`config.mk`:
```
export PLATFORM = sky130hd
export DESIGN_NAME = pwm_regs_flat
export DESIGN_NICKNAME = d
export VERILOG_FILES = /design/src/rtl/pwm_regs_if.sv /design/src/rtl/pwm_regs.sv /design/src/flat_wrapper.sv
export SDC_FILE = /design/constraint.sdc
export NUM_CORES = 1
export LEC_CHECK = 0
export CORE_MARGIN = 2
export CORE_UTILIZATION = 25
export CTS_CLUSTER_DIAMETER = 40
export CTS_CLUSTER_SIZE = 10
export DETAILED_ROUTE_END_ITERATION = 10
export PLACE_DENSITY = 0.42
export SKIP_LAST_GASP = 1
export SLEW_MARGIN = 30
export SYNTH_ARGS = -nofsm -noshare
export SYNTH_HDL_FRONTEND = slang
export SYNTH_SLANG_ARGS = --single-unit
```
`constraint.sdc`:
```
create_clock -name clk -period 7.7 [get_ports clk]
set_clock_uncertainty 0.1 [all_clocks]
set_input_delay 1.155 -clock clk [delete_from_list [all_inputs] [get_ports clk]]
set_output_delay 1.155 -clock clk [all_outputs]
set_load 0.05 [all_outputs]
```
`src/rtl/pwm_regs_if.sv`:
```
// pwm_regs_if - register bus between a bus initiator and pwm_regs.
//   adr   : byte address (initiator -> target)
//   cs    : chip select
//   wr    : write strobe (wins over rd when both are high)
//   rd    : read strobe
//   d_in  : write data
//   d_out : registered read data (target -> initiator)
interface pwm_regs_if #(
    parameter int WIDTH = 32
);
    logic [31:0]      adr;
    logic             cs;
    logic             wr;
    logic             rd;
    logic [WIDTH-1:0] d_in;
    logic [WIDTH-1:0] d_out;

    modport master (
        output adr, cs, wr, rd, d_in,
        input  d_out
    );

    modport slave (
        input  adr, cs, wr, rd, d_in,
        output d_out
    );
endinterface

```
`src/rtl/pwm_regs.sv`:
```
// pwm_regs - PWM generator with a small register file.
//   clk   : system clock, rising edge
//   rst_n : asynchronous active-low reset (release synchronised to clk)
//   bus   : register bus (slave side), see pwm_regs_if
//   pwm   : registered PWM waveform
//   irq   : level interrupt = status.done & ctrl.ie
// Map: 0x00 CTRL {ie,en}, 0x04 PERIOD, 0x08 DUTY, 0x0C COUNT (ro),
//      0x10 STATUS {done} (write 1 to clear), 0x14-0x1C reserved.
// PERIOD/DUTY writes land in shadows; the active copies reload on a wrap
// and every cycle while en=0 (which also covers the 0->1 edge of en).
module pwm_regs #(
    parameter int WIDTH = 32
) (
    input  logic         clk,
    input  logic         rst_n,
    pwm_regs_if.slave    bus,
    output logic         pwm,
    output logic         irq
);
    localparam logic [2:0] SEL_CTRL   = 3'd0;
    localparam logic [2:0] SEL_PERIOD = 3'd1;
    localparam logic [2:0] SEL_DUTY   = 3'd2;
    localparam logic [2:0] SEL_COUNT  = 3'd3;
    localparam logic [2:0] SEL_STATUS = 3'd4;
    localparam logic [WIDTH-1:0] ONE  = WIDTH'(1);

    logic [1:0]       rst_sync;
    logic             rst_int_n;
    logic             ctrl_en;
    logic             ctrl_ie;
    logic [WIDTH-1:0] period_shadow;
    logic [WIDTH-1:0] duty_shadow;
    logic [WIDTH-1:0] period_act;
    logic [WIDTH-1:0] duty_act;
    logic [WIDTH-1:0] cnt;
    logic             done;
    logic [2:0]       sel;
    logic             wr_en;
    logic             rd_en;
    logic             running;
    logic             wrap;
    logic             load_act;
    logic             status_clr;
    logic [WIDTH-1:0] rd_data;
    logic             unused_adr;

    // Assertion is immediate through the synchroniser's async clear; release
    // reaches the rest of the block two clk edges later.
    always_ff @(posedge clk or negedge rst_n) begin
        if (!rst_n) rst_sync <= 2'b00;
        else        rst_sync <= {rst_sync[0], 1'b1};
    end
    assign rst_int_n = rst_sync[1];

    assign sel        = bus.adr[4:2];
    assign unused_adr = ^{bus.adr[31:5], bus.adr[1:0]};
    assign wr_en      = bus.cs & bus.wr;
    assign rd_en      = bus.cs & bus.rd & ~bus.wr;
    assign status_clr = wr_en && (sel == SEL_STATUS) && bus.d_in[0];

    // Compare against period-1 only when period is nonzero, so no underflow.
    assign running  = ctrl_en && (period_act != '0);
    assign wrap     = running && (cnt == period_act - ONE);
    assign load_act = !ctrl_en || wrap;

    assign irq = done & ctrl_ie;

    always_ff @(posedge clk or negedge rst_int_n) begin
        if (!rst_int_n) begin
            ctrl_en       <= 1'b0;
            ctrl_ie       <= 1'b0;
            period_shadow <= '0;
            duty_shadow   <= '0;
        end else if (wr_en) begin
            case (sel)
                SEL_CTRL: begin
                    ctrl_en <= bus.d_in[0];
                    ctrl_ie <= bus.d_in[1];
                end
                SEL_PERIOD: period_shadow <= bus.d_in;
                SEL_DUTY:   duty_shadow   <= bus.d_in;
                default: ;
            endcase
        end
    end

    always_ff @(posedge clk or negedge rst_int_n) begin
        if (!rst_int_n) begin
            period_act <= '0;
            duty_act   <= '0;
            cnt        <= '0;
            done       <= 1'b0;
            pwm        <= 1'b0;
        end else begin
            if (load_act) begin
                period_act <= period_shadow;
                duty_act   <= duty_shadow;
            end
            if (!running || wrap) cnt <= '0;
            else                  cnt <= cnt + ONE;
            // A wrap on the same edge as a clear keeps done set.
            done <= wrap | (done & ~status_clr);
            pwm  <= running && (cnt < duty_act);
        end
    end

    always_comb begin
        rd_data = '0;
        case (sel)
            SEL_CTRL:   rd_data = {{(WIDTH-2){1'b0}}, ctrl_ie, ctrl_en};
            SEL_PERIOD: rd_data = period_shadow;
            SEL_DUTY:   rd_data = duty_shadow;
            SEL_COUNT:  rd_data = cnt;
            SEL_STATUS: rd_data = {{(WIDTH-1){1'b0}}, done};
            default:    rd_data = '0;
        endcase
    end

    always_ff @(posedge clk or negedge rst_int_n) begin
        if (!rst_int_n)  bus.d_out <= '0;
        else if (rd_en)  bus.d_out <= rd_data;
    end
endmodule

```
`src/flat_wrapper.sv`:
```
// flat-port wrapper written by rule: the top's interface ports become plain ports
module pwm_regs_flat 
#(
    parameter int WIDTH = 32
)
  (clk, rst_n, pwm, irq, bus_adr, bus_cs, bus_wr, bus_rd, bus_d_in, bus_d_out);
  pwm_regs_if #(.WIDTH(WIDTH)) bus_i ();
  input  logic clk;
  input  logic rst_n;
  output logic pwm;
  output logic irq;
  input wire logic [$bits(bus_i.adr)-1:0] bus_adr;
  input wire logic [$bits(bus_i.cs)-1:0] bus_cs;
  input wire logic [$bits(bus_i.wr)-1:0] bus_wr;
  input wire logic [$bits(bus_i.rd)-1:0] bus_rd;
  input wire logic [$bits(bus_i.d_in)-1:0] bus_d_in;
  output wire logic [$bits(bus_i.d_out)-1:0] bus_d_out;
  assign bus_i.adr = bus_adr;
  assign bus_i.cs = bus_cs;
  assign bus_i.wr = bus_wr;
  assign bus_i.rd = bus_rd;
  assign bus_i.d_in = bus_d_in;
  assign bus_d_out = bus_i.d_out;
  pwm_regs #(.WIDTH(WIDTH)) u_core (.clk(clk), .rst_n(rst_n), .bus(bus_i), .pwm(pwm), .irq(irq));
endmodule
```
=== After elaboration in Yosys (flattened, before gate mapping) ===
Index checks and enable logic that the tools add are counted.

* Register bits: 198
* Input bits: 69
* Output and inout port bits: 34
* Logic and storage cells: 43

* Add/sub/neg operators: 2
* Magnitude comparators: 1
* Eq/ne operators: 5
* Muxes and demuxes: 2
* Bitwise gates (word level): 8
* Reduce and logical (&&, ||, !) cells: 14

{| class="wikitable"
|+ Operators with widths
! kind !! number
|-
| case mux 32 bit (5 select lines) || 1
|-
| adder 32 x 1 -> 32 bit, second input constant || 1
|-
| equality test 32 bit || 1
|-
| less-than comparator 32 bit || 1
|-
| two-way mux 32 bit || 1
|-
| nonzero test 32 bit || 1
|-
| subtractor 32 x 1 -> 32 bit, second input constant || 1
|-
| equality test 3 x 2 -> 1 bit, second input constant || 2
|-
| AND reduction 2 bit || 3
|-
| bitwise AND 1 bit || 5
|-
| logical AND 1 bit || 5
|-
| equality test 3 x 1 -> 1 bit, second input constant || 1
|-
| equality test 3 bit, second input constant || 1
|-
| zero test 3 bit || 1
|-
| zero test 1 bit || 2
|-
| logical OR 1 bit || 2
|-
| NOT 1 bit || 2
|-
| OR 1 bit || 1
|}

=== Longest topological paths before layout ===
* Depth after elaboration: 6
* Mapped depth: 12
* Gate-level depth less buffers: 10

=== Least setup slack after synthesis ===
OpenSTA, ideal clock, no wires.

* Path type: reg2reg
* From: register u_core.period_act[0]
* To: register u_core.duty_act[24]
* Setup time: 125 ps
* Arrival: 3266 ps
* Required time: 7475 ps
* Setup slack: 4209 ps
* Stages on the path, launching flop included: 13
* Clock period less this slack: 3491 ps
* Path through: dfrtp_1 > clkbuf_1 > inv_1 > ha_1 > nor4b_2 > nand4_1 > or4b_1 > a211oi_1 > nand4_1 > nor4b_4 > a31oi_4 > buf_4 > mux2_4

* Word-level cells in the longest chain between the ends: 4

{| class="wikitable"
|+ Ends and longest elaborated chain
! item !! RTL line !! source
|-
| from (decl) || pwm_regs.sv:33 || <nowiki>logic [WIDTH-1:0] period_act;</nowiki>
|-
| from (signal assigned) || pwm_regs.sv:96 || <nowiki>period_act <= period_shadow;</nowiki>
|-
| subtractor 32 x 1 -> 32 bit / nonzero test 32 bit (equally long branches) || pwm_regs.sv:63, pwm_regs.sv:62 ||
|-
| equality test 32 bit / logical AND 1 bit (equally long branches) || pwm_regs.sv:63, pwm_regs.sv:62 ||
|-
| logical AND 1 bit * || pwm_regs.sv:63 || <nowiki>assign wrap = running && (cnt == period_act - ONE);</nowiki>
|-
| logical OR 1 bit * || pwm_regs.sv:64 || <nowiki>assign load_act = !ctrl_en || wrap;</nowiki>
|-
| to (signal assigned) || pwm_regs.sv:97 || <nowiki>duty_act <= duty_shadow;</nowiki>
|-
| to (decl) || pwm_regs.sv:34 || <nowiki>logic [WIDTH-1:0] duty_act;</nowiki>
|}

Every way passes the cells marked *; elsewhere a longest branch is shown, timed or not.
A chain may end at the register's enable or synchronous reset.

=== Worst setup path in the final report ===
* From: register u_core.period_act[0]
* To: register u_core.cnt[19]

* Word-level cells in the longest chain between the ends: 5

{| class="wikitable"
|+ Ends and longest elaborated chain
! item !! RTL line !! source
|-
| subtractor 32 x 1 -> 32 bit / nonzero test 32 bit (equally long branches) || pwm_regs.sv:63, pwm_regs.sv:62 ||
|-
| equality test 32 bit / logical AND 1 bit (equally long branches) || pwm_regs.sv:63, pwm_regs.sv:62 ||
|-
| logical AND 1 bit / zero test 1 bit (equally long branches) || pwm_regs.sv:63, pwm_regs.sv:99 ||
|-
| logical OR 1 bit * || pwm_regs.sv:99 || <nowiki>if (!running || wrap) cnt <= '0;</nowiki>
|-
| two-way mux 32 bit * || pwm_regs.sv:99 ||
|-
| to (signal assigned) || pwm_regs.sv:100 || <nowiki>else cnt <= cnt + ONE;</nowiki>
|-
| to (decl) || pwm_regs.sv:35 || <nowiki>logic [WIDTH-1:0] cnt;</nowiki>
|}

Marks and branches as above.

==> impl_metrics.yaml <==
route:
  first_pass_iters: 4
  viasPerCell: 4.580
  drtIter0Drc: 278
  wl_per_cell_um: 18.04
  drc: 0
  ant_nets: 0
  vias: 6952
  routed_wl_um: 27390
cts:
  h-tree-depth: 4
  cts.sinks: 198
  insertion_delay_ns: 0.45
  cts_buffers: 17
  cts-resized-gates: 0
  clock_tree.buffer_depth: 2
  post_cts_buffers: 0
  cts.root.buffer_cell: "clkbuf_16"
  holdBufCountCts: 0
  path_clk_slew_ns: 0.08
  cts_tree: "done"
global_route:
  antenna_found_initial: 0
  grt_max_degree: 69
  grt_pass1_vias: 7350
  grt.total_usage_pct: 13.50
  grt_pass1_wl_um: 43630
  grt.overflow.total: 0
setup_path:
  rr_endpoint: "u_core.cnt[19]"
  worstPathCellList: "inv_1 -> ha_1 -> nor4b_2 -> nand4_1 -> or4b_1 -> a211oi_1 -> nand4_1 -> nor4b_4 -> a21bo_2 -> nor2_1"
  cp-startpoint: "u_core.period_act[0]"
  cp.arrival_ns: 4.16
  crit_path_frequent_cell: "nand4_1"
  end_kind: "flop"
  critPathKind: "flop to flop"
  reg2reg_slack_ns: 3.74
  critPathMaxFanout: 32
  rr_worst_depth: 10
  r2r-start: "u_core.period_act[0]"
  required_ns: 7.90
  crit_end: "u_core.cnt[19]"
  max_stage_delay_ns: 0.71
  crit_path_top_delay_cell: "a21bo_2"
  crit_path_start_kind: "flop"
timing:
  post-route-period-util_pct: 51.45
  worst_hold_slack_ns: 0.1524
  tns_ns: 0
  rsz0062_at_grt: "false"
  finalSetupViolCount: 0
  maxSlewViolCount: 0
  finalCriticalPeriod_ns: 3.961
  slew_headroom_pct: 39.06
  worstMarginPinSlew_ns: 0.9057
  fmax_mhz: 252.4
  finalHoldViolCount: 0
final_layout:
  final_nets: 1076
  drive_above_1_share_pct: 16.94
  areaGrowthSynthToFinish_pct: 18.33
  diodes: 0
  fin_util_pct: 29.89
  nFillCells: 4207
power_and_ir_drop:
  total_power_mw: 3.418
  p_leak_nw: 5.132
  vdd_drop_max_mv: 0.1258
  power_density_nw_per_um2: 281.3
floorplan:
  die_h_um: 206.7
  io_pins: 103
  die_w_um: 206.7
  num_rows: 74
  initial_core_util_pct: 25.26
  core_area_um2: 40650
  fp.dieArea_um2: 42710
logic_synthesis:
  yosys-top-cells-count: "dfrtp_1 (198), mux2_2 (97), nand2_1 (60), nor2_1 (58), mux2_1 (50)"
  yosysMostFrequentCell: "dfrtp_1"
  ys_seq_area_share_pct: 48.26
  syn_area_per_cell_um2: 11.25
  synth_area_um2: 10270
  synth_top_cell_by_area: "dfrtp_1"
  synth_top_area_share_pct: 48.26
  yosysWarnings: 0
  ys_ff_latch: 198
  synthTopCellsByArea: "dfrtp_1 (48%), mux2_2 (11%), mux2_1 (5.5%), ha_1 (4.1%), xor2_1 (3.0%)"
  syn_nets: 1016
  syn_inst: 913
  ys_async_sr_fraction_pct: 100.0
  synth-edff-count: 0
  synth_ff_type: "dfrtp_1"
  synth_cell_types: 61
status:
  outcome: "complete, no violations"
worst_hold_path:
  hold_class: "flop to asynchronous set/reset pin"
place:
  gp_congestion: 0.7718
  dp_hpwl_um: 19020
  portBuffers: 73
flow_run:
  cap_violations: 0
==> worst max-delay path, delay by kind of cell, from the launching register on <==
kind / cells / cell delay (ns)
fa+ha+maj: 1 / 0.24
compound gates: 2 / 0.95
simple gates: 6 / 1.92
buf+inv: 1 / 0.13
flops: 1 / 0.46
==> metrics by stage <==
| stage | instance area [µm²] | std cells | setup WS, ns |
|---|---|---|---|
| after global routing | 12150 | 1518 | 3.403 |
| after global placement | 11550 | 1485 | 3.712 |
| final | 12150 | 1518 | 3.739 |
| after floorplan | 10270 | 913 | 1.674 |
| after detailed placement | 11550 | 1485 | 3.705 |
| after CTS | 12130 | 1517 | 3.686 |
==> report_power, final <==
group	internal (mW)	switching, mW	total, mW
logic	0.458	0.503	0.961
clock network	0.456	0.450	0.906
registers	1.29	0.260	1.55
==> cells in the final DEF (no fill, tap or decap), types with 12 or more instances in the layout <==
| cell | instances |
|---|---|
| dfrtp_1 | 197 |
| nand4_1 | 19 |
| a22oi_1 | 31 |
| mux2_1 | 50 |
| clkdlybuf4s50_1 | 71 |
| o21ai_0 | 43 |
| clkbuf_16 | 17 |
| nand2_1 | 60 |
| mux2_2 | 97 |
| xnor2_1 | 34 |
| nor2_1 | 58 |
| ha_1 | 34 |
| nor4_1 | 15 |
| a21oi_1 | 12 |
| nor3_1 | 15 |
| xor2_1 | 35 |
| inv_1 | 46 |
| nand3_1 | 21 |
==> sequential cells by signal, indices dropped and copies added, names as in the netlist <==
| signal | flops |
|---|---|
| u_core.bus.d_out | 32 |
| u_core.cnt | 32 |
| u_core.ctrl_en | 1 |
| u_core.ctrl_ie | 1 |
| u_core.done | 1 |
| u_core.duty_act | 32 |
| u_core.duty_shadow | 32 |
| u_core.period_act | 32 |
| u_core.period_shadow | 32 |
| u_core.pwm | 1 |
| u_core.rst_sync | 2 |
==> layout make-up <==
class / count / area [µm²] / share of cell area (%)
Clock buffer: 17 / 425.4 / 3.502
Multi-Input combinational cell: 624 / 4942 / 40.68
Clock inverter: 15 / 146.4 / 1.205
Inverter: 46 / 172.7 / 1.421
Sequential cell: 198 / 4959 / 40.81
Tap cell: 532 / 665.6 / 5.479
Timing Repair Buffer: 86 / 838.3 / 6.900
==> cells by family (layout without fill, tap and decap cells) <==
logic type	count (synthesis)	count (layout)	share of synthesized area, %
AO/OA/AOI/OAI	123	123	7.970
XOR/XNOR	69	69	5.886
adder cells (fa/ha/maj)	34	34	4.143
buffers and inverters	91	164	3.741
flip-flops	198	198	48.26
multiplexers	159	159	17.88
other	1	1	0.03652
AND/OR/NAND/NOR	238	238	12.09
==> routing by layer <==
layer | part of all wire (%) | global-route usage [%]
met5 | 0 | 0
met4 | 1.2 | 3.597
met3 | 2.9 | 2.449
met2 | 47 | 22.20
met1 | 48 | 18.24
==> how the worst min path moves through the flow <==
stage / from / end / slack [ns] / cells past startpoint
global placement: u_core.rst_sync[0] / u_core.rst_sync[1] / 0.24 / 0
global route: u_core.rst_sync[1] / u_core.bus.d_out[17] / 0.19 / 0
finish: u_core.rst_sync[1] / u_core.bus.d_out[17] / 0.15 / 0
detailed placement: u_core.rst_sync[0] / u_core.rst_sync[1] / 0.24 / 0
floorplan: u_core.rst_sync[0] / u_core.rst_sync[1] / 0.23 / 0
CTS: u_core.rst_sync[0] / u_core.rst_sync[1] / 0.26 / 0
No activity file was read; power rests on OpenSTA's default activity.
